[src/rtl/pipeline_pkg.sv]
// Shared pipeline definitions: ALU-op classes and the ID/EX control bundle.
package pipeline_pkg;

  localparam int unsigned REG_IDX_W = 5;
  localparam int unsigned FUNCT_W   = 4;
  localparam int unsigned ALU_OP_W  = 2;

  typedef enum logic [ALU_OP_W-1:0] {
    ALU_ADD    = 2'b00,
    ALU_BRANCH = 2'b01,
    ALU_RTYPE  = 2'b10,
    ALU_ITYPE  = 2'b11
  } alu_op_e;

  typedef struct packed {
    logic    reg_write;
    logic    mem_read;
    logic    mem_write;
    logic    mem_to_reg;
    logic    alu_src;
    logic    branch;
    alu_op_e alu_op;
  } ctrl_t;

  localparam int unsigned CTRL_W = $bits(ctrl_t);

  // A bubble is an instruction with every side effect disabled.
  localparam ctrl_t CTRL_BUBBLE = '{
    reg_write:  1'b0,
    mem_read:   1'b0,
    mem_write:  1'b0,
    mem_to_reg: 1'b0,
    alu_src:    1'b0,
    branch:     1'b0,
    alu_op:     ALU_ADD
  };

endpackage

[src/rtl/load_use_detect.sv]
// Load-use hazard compare: a load in EX whose destination is read by the instruction in ID.
module load_use_detect
  import pipeline_pkg::*;
(
  input  logic       ex_valid,
  input  logic       ex_mem_read,
  input  logic [4:0] ex_rd,
  input  logic       id_valid,
  input  logic [4:0] id_rs1,
  input  logic [4:0] id_rs2,
  output logic       hazard
);

  logic rd_nonzero;
  logic src_match;

  // Both sources are compared even if the ID instruction does not read rs2.
  assign rd_nonzero = (ex_rd != REG_IDX_W'(0));
  assign src_match  = (ex_rd == id_rs1) | (ex_rd == id_rs2);
  assign hazard     = ex_valid & ex_mem_read & rd_nonzero & id_valid & src_match;

endmodule

[src/rtl/id_ex_hazard_stage.sv]
// ID/EX pipeline register with load-use stall, branch flush and a saturating stall counter.
module id_ex_hazard_stage
  import pipeline_pkg::*;
#(
  parameter int unsigned XLEN  = 64,
  parameter int unsigned CNT_W = 32
) (
  input  logic             clk,
  input  logic             reset,
  input  logic             id_valid,
  input  logic [XLEN-1:0]  id_pc,
  input  logic [4:0]       id_rs1,
  input  logic [4:0]       id_rs2,
  input  logic [4:0]       id_rd,
  input  logic [XLEN-1:0]  id_rs1_data,
  input  logic [XLEN-1:0]  id_rs2_data,
  input  logic [XLEN-1:0]  id_imm,
  input  logic [3:0]       id_funct,
  input  logic             id_reg_write,
  input  logic             id_mem_read,
  input  logic             id_mem_write,
  input  logic             id_mem_to_reg,
  input  logic             id_alu_src,
  input  logic             id_branch,
  input  logic [1:0]       id_alu_op,
  input  logic             branch_taken_flush,
  output logic             ID_EX_Valid,
  output logic [XLEN-1:0]  ID_EX_PC,
  output logic [XLEN-1:0]  ID_EX_RS1_Data,
  output logic [XLEN-1:0]  ID_EX_RS2_Data,
  output logic [XLEN-1:0]  ID_EX_Imm,
  output logic [4:0]       ID_EX_RS1,
  output logic [4:0]       ID_EX_RS2,
  output logic [4:0]       ID_EX_RD,
  output logic [3:0]       ID_EX_Funct,
  output logic             ID_EX_RegWrite,
  output logic             ID_EX_MemRead,
  output logic             ID_EX_MemWrite,
  output logic             ID_EX_MemToReg,
  output logic             ID_EX_ALUSrc,
  output logic             ID_EX_Branch,
  output logic [1:0]       ID_EX_ALUOp,
  output logic             pc_write_en,
  output logic             if_id_write_en,
  output logic [CNT_W-1:0] stall_count
);

  ctrl_t id_ctrl;
  ctrl_t ex_ctrl;
  logic  hazard;
  logic  stall;
  logic  cnt_at_max;

  assign id_ctrl = '{
    reg_write:  id_reg_write,
    mem_read:   id_mem_read,
    mem_write:  id_mem_write,
    mem_to_reg: id_mem_to_reg,
    alu_src:    id_alu_src,
    branch:     id_branch,
    alu_op:     alu_op_e'(id_alu_op)
  };

  load_use_detect u_load_use_detect (
    .ex_valid    (ID_EX_Valid),
    .ex_mem_read (ID_EX_MemRead),
    .ex_rd       (ID_EX_RD),
    .id_valid    (id_valid),
    .id_rs1      (id_rs1),
    .id_rs2      (id_rs2),
    .hazard      (hazard)
  );

  // A taken branch squashes ID anyway, so a coincident hazard must not freeze the front end.
  assign stall          = hazard & ~branch_taken_flush;
  assign pc_write_en    = ~stall;
  assign if_id_write_en = ~stall;
  assign cnt_at_max     = (stall_count == {CNT_W{1'b1}});

  // Pipeline register: bubbles clear valid and control but keep data/index/funct.
  always_ff @(posedge clk) begin
    if (reset) begin
      ID_EX_Valid    <= 1'b0;
      ID_EX_PC       <= '0;
      ID_EX_RS1_Data <= '0;
      ID_EX_RS2_Data <= '0;
      ID_EX_Imm      <= '0;
      ID_EX_RS1      <= '0;
      ID_EX_RS2      <= '0;
      ID_EX_RD       <= '0;
      ID_EX_Funct    <= '0;
      ex_ctrl        <= CTRL_BUBBLE;
    end else if (branch_taken_flush || stall) begin
      ID_EX_Valid <= 1'b0;
      ex_ctrl     <= CTRL_BUBBLE;
    end else begin
      ID_EX_Valid    <= id_valid;
      ID_EX_PC       <= id_pc;
      ID_EX_RS1_Data <= id_rs1_data;
      ID_EX_RS2_Data <= id_rs2_data;
      ID_EX_Imm      <= id_imm;
      ID_EX_RS1      <= id_rs1;
      ID_EX_RS2      <= id_rs2;
      ID_EX_RD       <= id_rd;
      ID_EX_Funct    <= id_funct;
      ex_ctrl        <= id_valid ? id_ctrl : CTRL_BUBBLE;
    end
  end

  // Saturating stall-cycle counter.
  always_ff @(posedge clk) begin
    if (reset) begin
      stall_count <= '0;
    end else if (stall && !cnt_at_max) begin
      stall_count <= stall_count + CNT_W'(1);
    end
  end

  assign ID_EX_RegWrite = ex_ctrl.reg_write;
  assign ID_EX_MemRead  = ex_ctrl.mem_read;
  assign ID_EX_MemWrite = ex_ctrl.mem_write;
  assign ID_EX_MemToReg = ex_ctrl.mem_to_reg;
  assign ID_EX_ALUSrc   = ex_ctrl.alu_src;
  assign ID_EX_Branch   = ex_ctrl.branch;
  assign ID_EX_ALUOp    = ex_ctrl.alu_op;

endmodule
[config.mk]
export PLATFORM = sky130hd
export DESIGN_NAME = id_ex_hazard_stage
export DESIGN_NICKNAME = d
export VERILOG_FILES = /design/src/rtl/pipeline_pkg.sv /design/src/rtl/load_use_detect.sv /design/src/rtl/id_ex_hazard_stage.sv
export SDC_FILE = /design/constraint.sdc
export NUM_CORES = 1
export LEC_CHECK = 0
export CAP_MARGIN = 5
export CORE_AREA = 2 2 234 236
export CTS_CLUSTER_DIAMETER = 50
export DETAILED_ROUTE_END_ITERATION = 8
export DIE_AREA = 0 0 236 238
export SLEW_MARGIN = 10
export SYNTH_ARGS = -nofsm -noshare
export SYNTH_HDL_FRONTEND = slang
export SYNTH_SLANG_ARGS = --single-unit
[constraint.sdc]
create_clock -name clk -period 2.9 [get_ports clk]
set_input_delay 0.435 -clock clk [delete_from_list [all_inputs] [get_ports clk]]
set_output_delay 0.435 -clock clk [all_outputs]
set_load 0.02 [all_outputs]
==> results.txt <==
----------------------------------------------------
[Worst setup path]
  Critical Path Source Type ... flip-flop
  Critical-path cell with the highest stage delay ... sky130_fd_sc_hd__or4_1
  Crit. End Element ... output pin
  Crit-path max FO ... 5
  CP delay by family, top ... simple AND/OR/NAND/NOR gates
  Arrival time of the worst setup path ... 2.25 ns
  Slowest stage delay, CP ... 0.54 ns
  Kind of critical path ... reg2out
  Ordered cell list for the critical path ... or4_1, o2111ai_4, inv_2, nand3_1, buf_4, clkbuf_2
  Critical path buffers and inverters ... 3
  Data required, critical path ... 2.47 ns

[GRT]
  Number of antenna violations at the first check in global routing ... 2
  First-pass GRT wire length ... 66000 um
  Remaining Overflow, GRT ... 0
  GRT Overall Usage ... 0.147
  Maximum number of pins on one net before global-route repair ... 93
  Number of global-route vias before repair ... 11.8k

[Yosys]
  Netlist area before placement ... 11500 um^2
  Synthesized flop and latch total ... 316
  Net count of the mapped netlist ... 1732
  Mean area per synthesized cell ... 7.93 um^2
  Post-Synthesis Cells ... 1444
  Number of distinct library cell variants in the gate-level netlist after synthesis ... 39
  Count of synthesis-stage warnings from yosys ... 0
  Share of the yosys chip area belonging to registers ... 0.552

[Floorplanning]
  Std cell rows ... 85
  Die span in y ... 238 um
  Die footprint ... 56200 um^2
  I/O pins ... 605
  Area of the core region ... 53500 um^2
  Initial Utilization ... 0.214
  Chip Width ... 236 um

[STA]
  RSZ-0062 raised after global routing ... false
  Peak clock frequency supported by timing ... 0.372 GHz
  Post-layout min period ... 2.69 ns
  Worst slew pin tran ... 0.933 ns
  Hold WS ... 0.328 ns
  Final number of max-transition violations ... 0
  Number of failing hold endpoints at the final stage ... 0
  Finish-stage setup viols ... 0
  Fin worst setup slack ... 0.214 ns
  Max_slew headroom ... 0.374
  Aggregate negative setup slack ... 0 ns
  Worst clock skew on the final layout ... 0.0100 ns
  Final Cycle Share ... 0.926

[Clocking]
  Total clock sinks ... 316
  Buffers inserted during post-CTS setup optimization ... 0
  Worst-Skew Late Latency ... 0.54 ns
  Clock-pin slew on the worst setup and hold paths ... 0.05 ns
  Maximum number of buffers from clock root to sink ... 3
  Clock tree from TritonCTS ... yes
  Total clock buffers created by CTS ... 42
  Root buffer cell ... sky130_fd_sc_hd__clkbuf_16
  H-tree depth ... 2

[Finish]
  Util after Layout ... 0.374
  Storage element area ... 6330 um^2
  Area used by multi-input combinational logic ... 4700 um^2
  # diodes ... 0
  Count of nets after finishing ... 2336
  Area added between synthesis and finish ... 74.7%
  Final instance count without filler cells ... 2773
  Final Instance Area ... 20000 um^2
  Number of filler cells placed in the layout ... 5430
  Most common library cell in the layout ignoring fill and taps ... sky130_fd_sc_hd__clkdlybuf4s50_1
  Layout cell share with drive strength beyond 1 ... 0.0688
  Most frequent cells in the layout ... 601 x sky130_fd_sc_hd__clkdlybuf4s50_1, 565 x sky130_fd_sc_hd__nand2_1, 316 x sky130_fd_sc_hd__dfxtp_1

[Placement]
  Detailed placer's ending HPWL ... 32500 um
  Placed cell areas ... 18600 um^2
  Gpl congestion ... 0.868
  Placement Setup Slack ... 0.0760 ns
  Number of placed instances with taps included ... 2700
  Buffers on Ports ... 604

[Drt]
  Number of DRC markers in iteration 0 ... 409
  Routed met2 length ... 21300 um
  Detail Route met3 WL ... 4010 um
  Post-DRT Antenna Nets ... 0
  Routed WL per cell ... 15.7 um
  Avg Vias per Cell ... 4.35
  Remaining design rule violation count ... 0
  Total wire length after detailed routing ... 43600 um
  Post-Route M1 WL ... 17000 um
  Highest layer used for signal routing ... met5
  Via total after detailed routing ... 12.1k
  DRT Pass-1 Iters ... 5

[Pwr]
  Total leakage power ... 7.38 nW
  Worst IR Drop VDD ... 420 uV
  Sum of internal, switching and leakage power ... 11.5 mW
  Power Density ... 576 nW/um^2

[Run status]
  Result of the run ... finished clean

[Job]
  Max capacitance violation total ... 0

[Min path]
  Worst hold path type ... in2reg

----------------------------------------------------
## kinds of logic after synthesis
family                     Yosys count  synth area share
muxes                               10           0.00972
adders and majority gates            1           0.00109
DFF                                316             0.552
xor gates and xnor gates            11           0.00841
and+or+nand+nor                    674             0.242
buffers and inverters              110            0.0400
AOI/OAI and AO/OA                  322             0.146
## worst paths after layout
path / start / endpoint / depth (start not counted) / slack (ns)
setup / recovery: ID_EX_RD[2] / if_id_write_en / 6 / 0.21
hold / removal: reset / ID_EX_PC[34] / 2 / 0.33
setup reg to reg: stall_count[4] / stall_count[31] / 6 / 0.37
hold reg to reg: ID_EX_RS1_Data[25] / ID_EX_RS1_Data[25] / 2 / 0.45
## layout make-up
type,count,share of cell area
Tap cell,696,0.0435
Sequential cell,316,0.316
Timing Repair Buffer,663,0.335
Multi-Input combinational cell,1018,0.235
Clock buffer,57,0.0589
Clock inverter,16,0.0105
Inverter,7,0.00131
## synthesized netlist by cell type
master,count,share of area
sky130_fd_sc_hd__inv_1,6,0.0020
sky130_fd_sc_hd__and4_1,7,0.0054
sky130_fd_sc_hd__o31ai_1,8,0.0052
sky130_fd_sc_hd__and3_1,2,0.0011
sky130_fd_sc_hd__o21ai_1,2,0.00087
sky130_fd_sc_hd__a31oi_1,1,0.00055
sky130_fd_sc_hd__mux2_2,9,0.0088
sky130_fd_sc_hd__nand3b_1,1,0.00066
sky130_fd_sc_hd__or4_1,10,0.0066
sky130_fd_sc_hd__and2_1,12,0.0066
sky130_fd_sc_hd__buf_2,33,0.014
sky130_fd_sc_hd__nand4_1,9,0.0049
sky130_fd_sc_hd__mux2i_1,1,0.00087
sky130_fd_sc_hd__nor3b_2,1,0.0011
sky130_fd_sc_hd__o21ai_0,9,0.0039
sky130_fd_sc_hd__nor3_1,7,0.0031
sky130_fd_sc_hd__nor2_1,19,0.0062
sky130_fd_sc_hd__nor3b_1,1,0.00066
sky130_fd_sc_hd__or4b_1,1,0.00087
sky130_fd_sc_hd__dfxtp_1,316,0.55
sky130_fd_sc_hd__or3_1,9,0.0049
sky130_fd_sc_hd__clkbuf_1,69,0.023
sky130_fd_sc_hd__o22a_1,1,0.00076
sky130_fd_sc_hd__xnor2_1,11,0.0084
sky130_fd_sc_hd__buf_4,1,0.00066
sky130_fd_sc_hd__nor4b_1,1,0.00076
sky130_fd_sc_hd__o21ba_2,2,0.0017
sky130_fd_sc_hd__o22ai_1,1,0.00055
sky130_fd_sc_hd__nor4_1,7,0.0038
sky130_fd_sc_hd__ha_1,1,0.0011
sky130_fd_sc_hd__inv_2,1,0.00033
sky130_fd_sc_hd__o31a_1,2,0.0015
sky130_fd_sc_hd__nand3_1,13,0.0057
sky130_fd_sc_hd__a21oi_1,293,0.13
sky130_fd_sc_hd__o2111ai_2,1,0.0013
sky130_fd_sc_hd__nand2_1,565,0.19
sky130_fd_sc_hd__a21oi_2,1,0.00076
sky130_fd_sc_hd__nor2b_1,9,0.0049
sky130_fd_sc_hd__a31o_2,1,0.00076
## sequential cells by signal (all words and copies together), names as in the netlist, 2 cells and up
register	cells
ID_EX_RS1	5
ID_EX_RS1_Data	64
ID_EX_RS2_Data	64
stall_count	32
ID_EX_Imm	64
ID_EX_PC	64
ID_EX_RS2	5
ID_EX_RD	5
ID_EX_Funct	4
ID_EX_ALUOp	2
## metal layers
| metal | GRT usage | vias to the layer above |
|---|---|---|
| met5 | 0 | - |
| met4 | 0.0540 | 4 |
| met3 | 0.0566 | 75 |
| met2 | 0.257 | 469 |
| met1 | 0.161 | 5553 |
| li1 | - | 5961 |
## power breakdown
| group | internal [mW] | switching [mW] |
|---|---|---|
| registers | 4.56 | 0.112 |
| logic | 0.888 | 0.802 |
| clock network | 3.21 | 1.96 |
| total | 8.65 | 2.88 |
## what timing repair did
item,4_1_cts,5_1_grt
endpoints found under the setup margin,2,2
gates resized for setup,5,2
hold buffers,0,0
No activity file was read; power rests on OpenSTA's default activity.
